==> src/rtl/keypad_emulator.sv <==
// Emulates one matrix-keypad key press per request against an external row scanner.
// Optional contact-bounce emulation is enabled by defining KEYPAD_BOUNCE_EN.
module keypad_emulator #(
    parameter logic [31:0] HOLD_CYCLES   = 32'd1000,
    parameter logic [31:0] GAP_CYCLES    = 32'd500,
    parameter logic [31:0] BOUNCE_CYCLES = 32'd16
) (
    input  logic       clk,
    input  logic       rst,
    input  logic       key_valid,
    input  logic [3:0] key_code,
    output logic       key_ready,
    input  logic [3:0] LINE,
    output logic [3:0] COLLUMMN,
    output logic       busy,
    output logic [7:0] press_count,
    output logic [1:0] fsm_state
);

    // Handshake: a request transfers on a rising edge where key_valid and key_ready
    // are both high; key_ready is high only in IDLE, requests seen otherwise are dropped.
    typedef enum logic [1:0] {
        IDLE    = 2'd0,
        PRESS   = 2'd1,
        RELEASE = 2'd2
    } state_t;

    state_t      state;
    state_t      state_next;
    logic [31:0] cnt;
    logic [31:0] cnt_next;
    logic [3:0]  code;
    logic [3:0]  code_next;
    logic [7:0]  count;
    logic [7:0]  count_next;
    logic [1:0]  row;
    logic [1:0]  col;
    logic        key_down;
    logic [3:0]  sense;

    always_ff @(posedge clk) begin
        if (rst) begin
            state <= IDLE;
            cnt   <= '0;
            code  <= '0;
            count <= '0;
        end else begin
            state <= state_next;
            cnt   <= cnt_next;
            code  <= code_next;
            count <= count_next;
        end
    end

    // cnt restarts at 0 on every phase entry, so in PRESS it equals k.
    always_comb begin
        state_next = state;
        cnt_next   = cnt;
        code_next  = code;
        count_next = count;
        case (state)
            IDLE: begin
                if (key_valid) begin
                    state_next = PRESS;
                    cnt_next   = '0;
                    code_next  = key_code;
                end
            end
            PRESS: begin
                if (cnt == HOLD_CYCLES - 32'd1) begin
                    state_next = RELEASE;
                    cnt_next   = '0;
                    count_next = count + 8'd1;
                end else begin
                    cnt_next = cnt + 32'd1;
                end
            end
            RELEASE: begin
                if (cnt == GAP_CYCLES - 32'd1) begin
                    state_next = IDLE;
                    cnt_next   = '0;
                end else begin
                    cnt_next = cnt + 32'd1;
                end
            end
            default: begin
                state_next = IDLE;
                cnt_next   = '0;
            end
        endcase
    end

    always_comb begin
        row = 2'd0;
        col = 2'd0;
        case (code)
            4'd1:  begin row = 2'd0; col = 2'd0; end
            4'd2:  begin row = 2'd0; col = 2'd1; end
            4'd3:  begin row = 2'd0; col = 2'd2; end
            4'd10: begin row = 2'd0; col = 2'd3; end
            4'd4:  begin row = 2'd1; col = 2'd0; end
            4'd5:  begin row = 2'd1; col = 2'd1; end
            4'd6:  begin row = 2'd1; col = 2'd2; end
            4'd11: begin row = 2'd1; col = 2'd3; end
            4'd7:  begin row = 2'd2; col = 2'd0; end
            4'd8:  begin row = 2'd2; col = 2'd1; end
            4'd9:  begin row = 2'd2; col = 2'd2; end
            4'd12: begin row = 2'd2; col = 2'd3; end
            4'd14: begin row = 2'd3; col = 2'd0; end
            4'd0:  begin row = 2'd3; col = 2'd1; end
            4'd15: begin row = 2'd3; col = 2'd2; end
            4'd13: begin row = 2'd3; col = 2'd3; end
            default: begin row = 2'd0; col = 2'd0; end
        endcase
    end

`ifdef KEYPAD_BOUNCE_EN
    // Bounce window: contact closed for two cycles, open for two, repeating.
    assign key_down = (state == PRESS) && ((cnt >= BOUNCE_CYCLES) || !cnt[1]);
`else
    logic unused_bounce;
    assign unused_bounce = ^BOUNCE_CYCLES;
    assign key_down      = (state == PRESS);
`endif

    // Passive contact: the column follows the driven row with no register in the path.
    always_comb begin
        sense = 4'hF;
        if (key_down && !LINE[row]) begin
            sense[col] = 1'b0;
        end
    end

    assign COLLUMMN    = sense;
    assign key_ready   = (state == IDLE);
    assign busy        = (state != IDLE);
    assign press_count = count;
    assign fsm_state   = state;

endmodule

==> config.mk <==
export PLATFORM = sky130hd
export DESIGN_NAME = keypad_emulator
export DESIGN_NICKNAME = d
export VERILOG_FILES = /design/src/rtl/keypad_emulator.sv
export SDC_FILE = /design/constraint.sdc
export NUM_CORES = 1
export LEC_CHECK = 0
export BUFFER_PORTS_ARGS = -buffer_cell sky130_fd_sc_hd__buf_2
export CAP_MARGIN = 40
export CORE_ASPECT_RATIO = 0.7
export CORE_MARGIN = 3
export CORE_UTILIZATION = 40
export CTS_BUF_LIST = sky130_fd_sc_hd__clkbuf_8
export DETAILED_ROUTE_END_ITERATION = 12
export HOLD_SLACK_MARGIN = 0.02
export SYNTH_ARGS = -nofsm -noshare
export SYNTH_HDL_FRONTEND = slang
export SYNTH_SLANG_ARGS = --single-unit
==> constraint.sdc <==
create_clock -name clk -period 2.7 [get_ports clk]
set_input_delay 0.135 -clock clk [delete_from_list [all_inputs] [get_ports clk]]
set_output_delay 0.135 -clock clk [all_outputs]
set_load 0.005 [all_outputs]
Word-level counts from Yosys, hierarchy flattened. Memories as Yosys holds them, arrays and structs flattened. A register that Yosys moved wholly into a read port is not among the register bits. Index checks and enable logic that the tools add are counted.

Eq/ne operators: 7. Multiplexer cells: 15. $add $sub $neg: 2. Reduce and logical (&&, ||, !) cells: 8. Bitwise logic cells: 1. Order comparisons: 3.

Operators with widths (count): $mux 32 (3); $pmux 32 s3 (1); $add 32x1->32 const B (1); $eq 32x10->1 const B (1); $eq 32x9->1 const B (1); $mux 4 (3); $add 8x1->8 const B (1); $lt 2x3->1 const B (2); $mux 2 (3); $pmux 2 s3 (1); $ne 2x2->1 const B (2); $not 4->4 (1); $reduce_and 2->1 (2); $reduce_and 3->1 (1); $bmux 1 s2 (1); $demux 1 s2 (1); $eq 2x1->1 const B (1); $eq 2x2->1 const B (1); $ge 2x1->1 const B (1); $logic_and 1x1->1 (2); $logic_not 2->1 (1); $mux 1 (2); $ne 2x1->1 const B (1); $reduce_bool 2->1 (1); $logic_not 1->1 (1).

Output and inout bits: 16. Logic and storage cells: 41. Memory bits (read-only): 64. Bits in registers: 46. Memories kept: 1.

Memories: (name not given) (words 16, width 4, read ports 1, clocked after Yosys merged registers in 1, wr ports 0, line 96) `case (code)`.

Longest topological paths before layout. Gate-level depths: netlist of run 1.

Word-level depth: 6. Gate-level depth with buffers: 9.

Worst setup path after synthesis of run 1. No wires, ideal clock.

Path type: register to register. From: register state[0], in the netlist fsm_state[0]. To: register cnt[24]. Setup time: 123 ps. Slack: 510 ps. Data arrival time: 2066 ps. Period minus slack after synthesis: 2190 ps. Cell stages (with the launch flop): 9. Cell sequence: dfxtp_1 > inv_1 > ha_1 > nor2b_1 > nor4_1 > nand4_1 > nor3_1 > xnor2_1 > nor2_1.

Longest elaborated chain between the ends: 2. Elaborated cells on any way between the ends: 5. Classes of those cells: 3 x eq/ne; 1 x mux; 1 x reduce/logical.

Ends and longest elaborated chain: from (decl) (line 28) `state_t state;`; from (signal assigned) (line 48) `state <= state_next;`; $logic_not 2->1 *; net key_ready (line 12) `output logic key_ready,`; $pmux 32 s3 / $ne 2x2->1 (equally long branches); to (signal assigned) (line 49) `cnt <= cnt_next;`; to (decl) (line 30) `logic [31:0] cnt;`.

Mark *: on every way through the listed nets, which the timed path passes. The rest lies on a longest branch. A chain may end at the register's enable or synchronous reset.

Worst setup path after layout of run 1.
From: register cnt[0]. To: register cnt[22].

Longest elaborated chain between the ends: 3. Elaborated cells on any way between the ends: 6. Classes of those cells: 1 x add/sub; 2 x eq/ne; 3 x mux.

Ends and longest elaborated chain: $add 32x1->32, or another cell as far along (line 75, 83); $mux 32 (on tied branches) (line 79, 70); $pmux 32 s3 * (line 61) `case (state)`.

Mark *: on every way between the ends. The rest lies on a longest branch, timed or not.

==> results of run 1 <==
[where the power goes]
group | internal [mW] | switching (mW) | total [mW]
combinational | 0.160 | 0.272 | 0.432
clock | 0.273 | 0.266 | 0.539
sequential | 0.779 | 0.0299 | 0.809
total | 1.21 | 0.567 | 1.78
[metrics by stage]
stage | std cells | util | setup WS [ns]
floorplan | 314 | - | 0.510
global placement | 413 | 0.473 | 0.405
detailed placement | 413 | 0.473 | 0.401
CTS | 421 | 0.491 | 0.390
global route | 421 | 0.491 | 0.188
finish | 421 | 0.491 | 0.406
[worst paths after layout]
check                           endpoint        start  cells after the start
worst max-delay path             cnt[22]       cnt[0]                      8
worst min-delay path             code[2]  key_code[2]                      3
worst max register to register   cnt[22]       cnt[0]                      8
worst min register to register   cnt[29]      cnt[29]                      1
[layer usage]
| metal | vias to the layer above | global-route usage | wire [um] |
|---|---|---|---|
| li1 | 1198 | - | - |
| met1 | 1076 | 0.275 | 3360 |
| met2 | 51 | 0.238 | 2450 |
| met3 | 4 | 0.0372 | 318 |
| met4 | 0 | 0.0354 | 33 |
| met5 | - | 0 | 0 |
[state kept, by name, summed over array words and instances (netlist names)]
signal / count
cnt: 32
code: 4
col: 2
fsm_state: 2
press_count: 8
row: 2
[critical path, delay by kind of cell (launching register included)]
| family | cells | cell delay, ns |
|---|---|---|
| flip-flops | 1 | 0.38 |
| AND/OR/NAND/NOR | 3 | 0.83 |
| AO/OA/AOI/OAI | 3 | 0.42 |
| adder cells (fa/ha/maj) | 1 | 0.27 |
| buffers and inverters | 1 | 0.25 |
[final cells by class]
type | instances | area [sq um] | share of cell area
timing repair buffer | 36 | 205 | 0.0705
multi-input combinational | 240 | 1460 | 0.501
inverter | 12 | 45.0 | 0.0155
clock buffer | 5 | 68.8 | 0.0236
sequential | 50 | 1000 | 0.344
tap | 75 | 93.8 | 0.0322
clock inverter | 3 | 40.0 | 0.0138
[cell families after synthesis]
group,count (synthesis)
AO/OA/AOI/OAI,52
XOR/XNOR,21
adder cells (fa/ha/maj),6
buffers and inverters,24
flip-flops,50
multiplexers,4
AND/OR/NAND/NOR,157
[cell usage in the layout (no fill, tap or decap), types with 10 or more instances in the layout]
master / n
nor2_1: 38
nand2_1: 37
buf_4: 10
inv_1: 12
a31oi_1: 25
nand4_1: 14
nor4_1: 10
nor3_1: 10
buf_2: 26
xnor2_1: 10
nand3_1: 16
xor2_1: 11
dfxtp_1: 50
==> flow_metrics.env, run 1 <==
export IMPL_fin_tns_setup_ns=0
export IMPL_hold_violations=0
export IMPL_cts_max_path_buffers=2
export IMPL_worst_path_largest_cell_delay_ns=0.38
export IMPL_fin_hold_ws_ns=0.207
export IMPL_rsz0062_at_grt="false"
export IMPL_status="complete, no violations"
export IMPL_drtIter0Drc=127
export IMPL_yosysMostFrequentCell="dfxtp_1"
export IMPL_dp_hpwl_mm=4.54
export IMPL_die_x_um=101
export IMPL_start_kind="register"
export IMPL_synthAdderAreaFrac=0.0295
export IMPL_required_ns=2.87
export IMPL_hold_class="input port to register"
export IMPL_antenna_found_initial=0
export IMPL_avgSynthCellArea_sq_um=8.10
export IMPL_arrival_ns=2.46
export IMPL_first_global_vias=2104
export IMPL_setup_violations_final=0
export IMPL_grt_pass1_wl_mm=10.3
export IMPL_crit_path_max_fanout=31
export IMPL_placed_cell_area_sq_um=2800
export IMPL_core_sq_um=5930
export IMPL_cap_violations=0
export IMPL_numCtsBuffers=5
export IMPL_dieArea_sq_um=7370
export IMPL_clockRootBuffer="clkbuf_8"
export IMPL_drcViolationCount=0
export IMPL_die_h_um=72.7
export IMPL_period_minus_slack_ns=2.29
export IMPL_clock_latency_ns=0.31
export IMPL_totalPowerFinal_mw=1.78
export IMPL_slowest_stage="dfxtp_1"
export IMPL_htreeDepth=2
export IMPL_first_pass_iters=4
export IMPL_yosys_top_cells_area="dfxtp_1, a31oi_1, nor2_1, nand2_1, xor2_1"
export IMPL_clock_fmax_ghz=0.436
export IMPL_yosys_register_bits=50
export IMPL_synthXorXnorAreaFrac=0.0723
export IMPL_post_drt_via_cell_ratio=5.53
export IMPL_fin_crit_sh=0.850
export IMPL_syn_nets=331
export IMPL_finClkSkew_ns=0.00642
export IMPL_async_flop_share=0
export IMPL_cp_cell_sequence="ha_1, nand2_1, or3_1, nor3_1, o32ai_4, buf_4, a41oi_1, a31oi_1"
export IMPL_synthMuxAreaShare=0.0206
export IMPL_antennaDiodeCount=0
export IMPL_synth_common_cells="dfxtp_1, nor2_1, nand2_1"
export IMPL_grtUsageTotal=0.174
export IMPL_synth_simple_gate_area_frac=0.311
export IMPL_r2r_slack_ns=0.41
export IMPL_final_nets=362
export IMPL_syn_to_final_growth_pct=14.4
export IMPL_ys_flop_type="dfxtp_1"
export IMPL_grt_max_degree=32
export IMPL_synth_sequential_area_ratio=0.393
export IMPL_cts_resized=0
export IMPL_clock_sinks=50
export IMPL_yosys_area_top_type_share=0.393
export IMPL_syn_inst=314
export IMPL_route_antenna_remaining_nets=0
export IMPL_wirelength_mm=6.16
export IMPL_power_density_nw_per_um2=611
export IMPL_final_layout_size_suffix_gt1_frac=0.142
export IMPL_initial_core_util=0.429
export IMPL_worst_pin_slew_ns=0.680
export IMPL_slew_headroom=0.547
export IMPL_cts_setup_buffers=0
export IMPL_cts_tree="yes"
export IMPL_yosysTopAreaCell="dfxtp_1"
export IMPL_critPathKind="register to register"
export IMPL_ioPinCount=27
export IMPL_synth_cell_type_count=40
export IMPL_synth_edf_count=0
export IMPL_final_area_sq_um=2910
export IMPL_synth_compound_area_frac=0.135
export IMPL_slew_violations=0
export IMPL_nFillCells=585
export IMPL_vias=2329
export IMPL_clkSlewWorstSetupHoldPaths_ns=0.09
export IMPL_gp_congestion=0.831
export IMPL_cts_hold_buf=0
export IMPL_yosysWarnings=0
export IMPL_wl_per_cell_um=14.6
export IMPL_syn_area_sq_um=2540
export IMPL_gr_total_overflow=0
export IMPL_crit_path_end_kind="register"
export IMPL_p_leak_nw=1.04
export IMPL_synth_top_family_by_area="simple AND/OR/NAND/NOR gates"
export IMPL_io_buffers=26
export IMPL_rows=23
export IMPL_ir_worst_vdd_uv=398
Power figures use the tool's default switching activity.
==> run 2, diff against run 1 <==
--- a/config.mk
+++ b/config.mk
@@ -5,6 +5,7 @@
 export SDC_FILE = /design/constraint.sdc
 export NUM_CORES = 1
 export LEC_CHECK = 0
+export ABC_AREA = 1
 export BUFFER_PORTS_ARGS = -buffer_cell sky130_fd_sc_hd__buf_2
 export CAP_MARGIN = 40
 export CORE_ASPECT_RATIO = 0.7
==> constraint.sdc (replaced) <==
create_clock -name clk -period 2.2 [get_ports clk]
set_input_delay 0.11 -clock clk [delete_from_list [all_inputs] [get_ports clk]]
set_output_delay 0.11 -clock clk [all_outputs]
set_load 0.005 [all_outputs]
==> flow_metrics.env, run 2 <==
export IMPL_status="complete, no violations"
export IMPL_wl_per_cell_um=13.8
export IMPL_rows=26
export IMPL_syn_nets=551
export IMPL_synth_edf_count=0
export IMPL_yosysMostFrequentCell="nand2_1"
export IMPL_first_global_vias=3137
export IMPL_dieArea_sq_um=9110
export IMPL_placed_cell_area_sq_um=3430
export IMPL_gp_congestion=0.894
export IMPL_final_area_sq_um=3550
export IMPL_antenna_found_initial=0
export IMPL_first_pass_iters=5
export IMPL_hold_class="input port to register"
export IMPL_async_flop_share=0
export IMPL_worst_path_largest_cell_delay_ns=0.36
export IMPL_antennaDiodeCount=0
export IMPL_clock_fmax_ghz=0.524
export IMPL_wirelength_mm=9.09
export IMPL_synth_common_cells="nand2_1, nor2_1, inv_1"
export IMPL_route_antenna_remaining_nets=0
export IMPL_ir_worst_vdd_uv=474
export IMPL_syn_inst=534
export IMPL_die_x_um=113
export IMPL_yosys_top_cells_area="dfxtp_1, nand2_1, nor2_1, nand3_1, inv_1"
export IMPL_die_h_um=80.8
export IMPL_p_int_mw=1.67
export IMPL_worst_pin_slew_ns=0.435
export IMPL_post_drt_via_cell_ratio=5.15
export IMPL_arrival_ns=2.16
export IMPL_cp_top_family="simple AND/OR/NAND/NOR gates"
export IMPL_crit_path_end_kind="register"
export IMPL_initial_core_util=0.425
export IMPL_grtUsageTotal=0.212
export IMPL_crit_path_max_fanout=9
export IMPL_synth_top_family_by_area="simple AND/OR/NAND/NOR gates"
export IMPL_yosysTopAreaCell="dfxtp_1"
export IMPL_clockRootBuffer="clkbuf_8"
export IMPL_htreeDepth=2
export IMPL_required_ns=2.45
export IMPL_hold_violations=0
export IMPL_fin_hold_ws_ns=0.150
export IMPL_yosys_register_bits=50
export IMPL_drtIter0Drc=307
export IMPL_synthXorXnorAreaFrac=0.0165
export IMPL_top_register="cnt"
export IMPL_dp_hpwl_mm=6.88
export IMPL_layout_commonest_cell="nand2_1"
export IMPL_io_buffers=26
export IMPL_dp_cells=653
export IMPL_power_share_sequential=0.365
export IMPL_avgSynthCellArea_sq_um=5.98
export IMPL_critPathKind="register to register"
export IMPL_synth_compound_area_frac=0.114
export IMPL_rsz0062_at_grt="false"
export IMPL_cts_max_path_buffers=2
export IMPL_setup_violations_final=0
export IMPL_synthMuxAreaShare=0.00313
export IMPL_synth_cell_type_count=35
export IMPL_ioPinCount=27
export IMPL_grt_max_degree=24
export IMPL_layout_common_cells="nand2_1, nor2_1, inv_1, dfxtp_1, nand3_1"
export IMPL_ys_flop_type="dfxtp_1"
export IMPL_swShare=0.401
export IMPL_cts_hold_buf=0
export IMPL_fin_crit_sh=0.867
export IMPL_cts_tree="yes"
export IMPL_clkSlewWorstSetupHoldPaths_ns=0.10
export IMPL_slowest_stage="dfxtp_1"
export IMPL_p_leak_nw=1.39
export IMPL_finalNonFillerCells=660
export IMPL_clock_latency_ns=0.33
export IMPL_numCtsBuffers=5
export IMPL_synth_sequential_area_ratio=0.313
export IMPL_start_kind="register"
export IMPL_clkPwrFrac=0.249
export IMPL_core_sq_um=7510
export IMPL_power_density_nw_per_um2=787
export IMPL_yosys_area_top_type_share=0.313
export IMPL_slew_headroom=0.707
export IMPL_pwr_share_comb=0.385
export IMPL_finClkSkew_ns=0.0113
export IMPL_yosysWarnings=0
export IMPL_fin_tns_setup_ns=0
export IMPL_clock_sinks=50
export IMPL_grt_pass1_wl_mm=15.4
export IMPL_gr_total_overflow=0
export IMPL_drcViolationCount=0
export IMPL_syn_to_final_growth_pct=11.1
export IMPL_slew_violations=0
export IMPL_largest_register_ffs=32
export IMPL_period_minus_slack_ns=1.91
export IMPL_switchingPower_mw=1.12
export IMPL_cts_setup_buffers=0
export IMPL_final_nets=579
export IMPL_cts_resized=0
export IMPL_final_layout_size_suffix_gt1_frac=0.0996
export IMPL_cp_cell_sequence="inv_1, nand2_1, nor2_1, nand2_1, nor2_1, nand3_2, inv_2, o21ai_0, a21oi_1"
export IMPL_synthAdderAreaFrac=0.0235
export IMPL_syn_area_sq_um=3190
export IMPL_worst_path_buf_inv=2
export IMPL_synth_simple_gate_area_frac=0.435
export IMPL_cap_violations=0
export IMPL_vias=3397
run 2: cell type report:
cell class	count	area, sq um
fill	808	3970
multi-input combinational	410	1890
sequential	50	1000
inverter	61	229
timing repair buffer	34	190
tap	98	123
clock buffer	6	82.6
clock inverter	1	30.0
run 2: worst min-delay path: cells and delay by family:
kind	cells	cell delay [ns]
buf+inv	1	0.10
simple gates	2	0.21
run 2: logic make-up after synthesis:
| kind of cell | count (synthesis) |
|---|---|
| simple gates | 329 |
| flops | 50 |
| fa+ha+maj | 6 |
| buf+inv | 74 |
| compound gates | 68 |
| xor+xnor | 6 |
| mux | 1 |
run 2: worst paths after layout:
path	startpoint	to	slack (ns)	cells past startpoint
worst min-delay path	key_code[3]	code[3]	0.15	3
worst max-delay path	cnt[19]	press_count[7]	0.29	9
worst min register to register	press_count[3]	press_count[3]	0.50	2
worst max register to register	cnt[19]	press_count[7]	0.29	9
run 2: through the flow:
step           total power [mW]  worst slack, ns   util
4_1_cts                    2.80            0.287  0.472
5_1_grt                    2.99           0.0900  0.472
3_5_place_dp               2.11            0.314  0.457
3_3_place_gp               2.10            0.351  0.457
6_report                   2.79            0.292  0.472
2_1_floorplan              1.80            0.525      -
run 2: layer usage:
layer  up-vias  global-route usage  wire, um
li1       1755                   -         -
met1      1532               0.313      4740
met2       101               0.317      3650
met3         9              0.0395       601
met4         0              0.0504        96
met5         -                   0         0
run 2: power groups by stage:
stage / combinational (mW) / clock [mW] / sequential (mW)
5_1_grt: 1.22 / 0.742 / 1.03
6_report: 1.07 / 0.696 / 1.02
2_1_floorplan: 0.764 / 0 / 1.04
4_1_cts: 1.07 / 0.709 / 1.02
3_3_place_gp: 1.06 / 0 / 1.04
3_5_place_dp: 1.07 / 0 / 1.04
==> run 3, diff against run 2 <==
--- a/config.mk
+++ b/config.mk
@@ -13,6 +13,8 @@
 export CORE_UTILIZATION = 40
 export CTS_BUF_LIST = sky130_fd_sc_hd__clkbuf_8
 export DETAILED_ROUTE_END_ITERATION = 12
+export GPL_ROUTABILITY_DRIVEN = 0
+export GPL_TIMING_DRIVEN = 0
 export HOLD_SLACK_MARGIN = 0.02
 export SYNTH_ARGS = -nofsm -noshare
 export SYNTH_HDL_FRONTEND = slang
==> flow_metrics.env, run 3 (synthesized netlist as in run 2, its figures left out) <==
export IMPL_final_nets=584
export IMPL_r2r_start="fsm_state[0]"
export IMPL_vias=3493
export IMPL_nFillCells=832
export IMPL_cts_max_path_buffers=2
export IMPL_gr_total_overflow=0
export IMPL_r2r_end="cnt[23]"
export IMPL_status="complete, no violations"
export IMPL_crit_top_cell="inv_1"
export IMPL_first_global_vias=3140
export IMPL_worst_path_largest_cell_delay_ns=0.51
export IMPL_setup_violations_final=0
export IMPL_start_kind="register"
export IMPL_crit_path_end_kind="register"
export IMPL_reg2reg_depth=8
export IMPL_io_buffers=26
export IMPL_ioPinCount=27
export IMPL_antenna_found_initial=0
export IMPL_power_density_nw_per_um2=785
export IMPL_worst_pin_slew_ns=0.624
export IMPL_holdCritStartpoint="rst"
export IMPL_clockRootBuffer="clkbuf_8"
export IMPL_arrival_ns=2.18
export IMPL_die_x_um=113
export IMPL_slew_violations=0
export IMPL_required_ns=2.38
export IMPL_finalNonFillerCells=666
export IMPL_dp_hpwl_mm=7.32
export IMPL_post_drt_via_cell_ratio=5.24
export IMPL_final_layout_size_suffix_gt1_frac=0.0968
export IMPL_wl_per_cell_um=14.2
export IMPL_clock_latency_ns=0.31
export IMPL_fin_crit_sh=0.912
export IMPL_finClkSkew_ns=0.00856
export IMPL_ir_worst_vdd_uv=538
export IMPL_critPathKind="register to register"
export IMPL_dieArea_sq_um=9110
export IMPL_largest_register_ffs=32
export IMPL_rows=26
export IMPL_grt_max_degree=15
export IMPL_crit_path_max_fanout=10
export IMPL_p_leak_nw=1.41
export IMPL_syn_to_final_growth_pct=12.0
export IMPL_r2r_slack_ns=0.19
export IMPL_rsz0062_at_grt="false"
export IMPL_wirelength_mm=9.45
export IMPL_hold_class="input port to register"
export IMPL_drcViolationCount=0
export IMPL_route_antenna_remaining_nets=0
export IMPL_numCtsBuffers=5
export IMPL_die_h_um=80.8
export IMPL_initial_core_util=0.425
export IMPL_layout_commonest_cell="nand2_1"
export IMPL_fin_tns_setup_ns=0
export IMPL_dp_cells=658
export IMPL_clock_sinks=50
export IMPL_slowest_stage="clkbuf_1"
export IMPL_clkSlewWorstSetupHoldPaths_ns=0.10
export IMPL_cts_setup_buffers=0
export IMPL_cts_tree="yes"
export IMPL_top_register="cnt"
export IMPL_clock_fmax_ghz=0.498
export IMPL_cap_violations=0
export IMPL_first_pass_iters=5
export IMPL_holdPathStages=2
export IMPL_core_sq_um=7510
export IMPL_cp_cell_sequence="inv_1, ha_1, inv_1, nor2_4, inv_1, buf_4, clkbuf_1, a21oi_1"
export IMPL_layout_common_cells="nand2_1, nor2_1, inv_1, dfxtp_1, nand3_1"
export IMPL_drtIter0Drc=323
export IMPL_min_to="code[3]"
export IMPL_hold_violations=0
export IMPL_period_minus_slack_ns=2.01
export IMPL_antennaDiodeCount=0
export IMPL_slew_headroom=0.584
export IMPL_htreeDepth=2
export IMPL_grtUsageTotal=0.213
export IMPL_grt_pass1_wl_mm=15.4
==> run 3: worst max-delay path by stage <==
stage                 start  endpoint  depth (start not counted)
2_1_floorplan  fsm_state[0]   cnt[21]                         12
3_3_place_gp   fsm_state[0]   cnt[21]                         12
3_5_place_dp   fsm_state[0]   cnt[21]                         12
4_1_cts        fsm_state[0]   cnt[21]                         12
5_1_grt        fsm_state[0]   cnt[21]                         12
6_report       fsm_state[0]   cnt[23]                          8
==> run 3: layout make-up <==
class | count | area, sq um | share of cell area
plain buffers | 13 | 72.6 | 0.0203
well taps | 98 | 123 | 0.0343
repair buffers | 26 | 130 | 0.0364
inverters | 61 | 229 | 0.0640
multi-input cells | 410 | 1910 | 0.535
flip-flops and latches | 50 | 1000 | 0.280
clock inverters | 3 | 37.5 | 0.0105
clock buffers | 5 | 68.8 | 0.0192
==> run 3: power breakdown <==
part	internal, mW	switching (mW)	total [mW]
Clock	0.332	0.319	0.651
Combinational	0.339	0.796	1.14
Sequential	0.979	0.0433	1.02
==> run 3: per-layer routing <==
layer / track usage / share of wire
met3: 0.0462 / 0.089
met2: 0.304 / 0.39
met5: 0 / 0
met4: 0.0396 / 0.0092
met1: 0.327 / 0.51
==> run 3: critical path, delay by kind of cell (launching register included) <==
| kind | cells | cell delay, ns |
|---|---|---|
| compound gates | 1 | 0.15 |
| fa+ha+maj | 1 | 0.23 |
| buf+inv | 5 | 1.02 |
| flops | 1 | 0.37 |
| simple gates | 1 | 0.09 |
==> run 3: timing repair <==
action / 4_1_cts / 5_1_grt
endpoints found under the hold margin: 0 / 0
hold buffers: 0 / 0
endpoints found under the setup margin: 0 / 21
resized for setup: 0 / 5
==> run 3: metrics by stage <==
step / hold WS [ns] / util / instance area (sq um) / setup WS (ns) / power [mW]
3_5_place_dp: 0.364 / 0.459 / 3450 / 0.0764 / 2.14
6_report: 0.0570 / 0.476 / 3580 / 0.194 / 2.81
2_1_floorplan: 0.200 / - / 3190 / 0.525 / 1.80
4_1_cts: 0.0354 / 0.473 / 3550 / 0.0546 / 2.80
5_1_grt: 0.0691 / 0.476 / 3580 / 0.00205 / 3.01
3_3_place_gp: 0.368 / 0.459 / 3450 / 0.0910 / 2.13
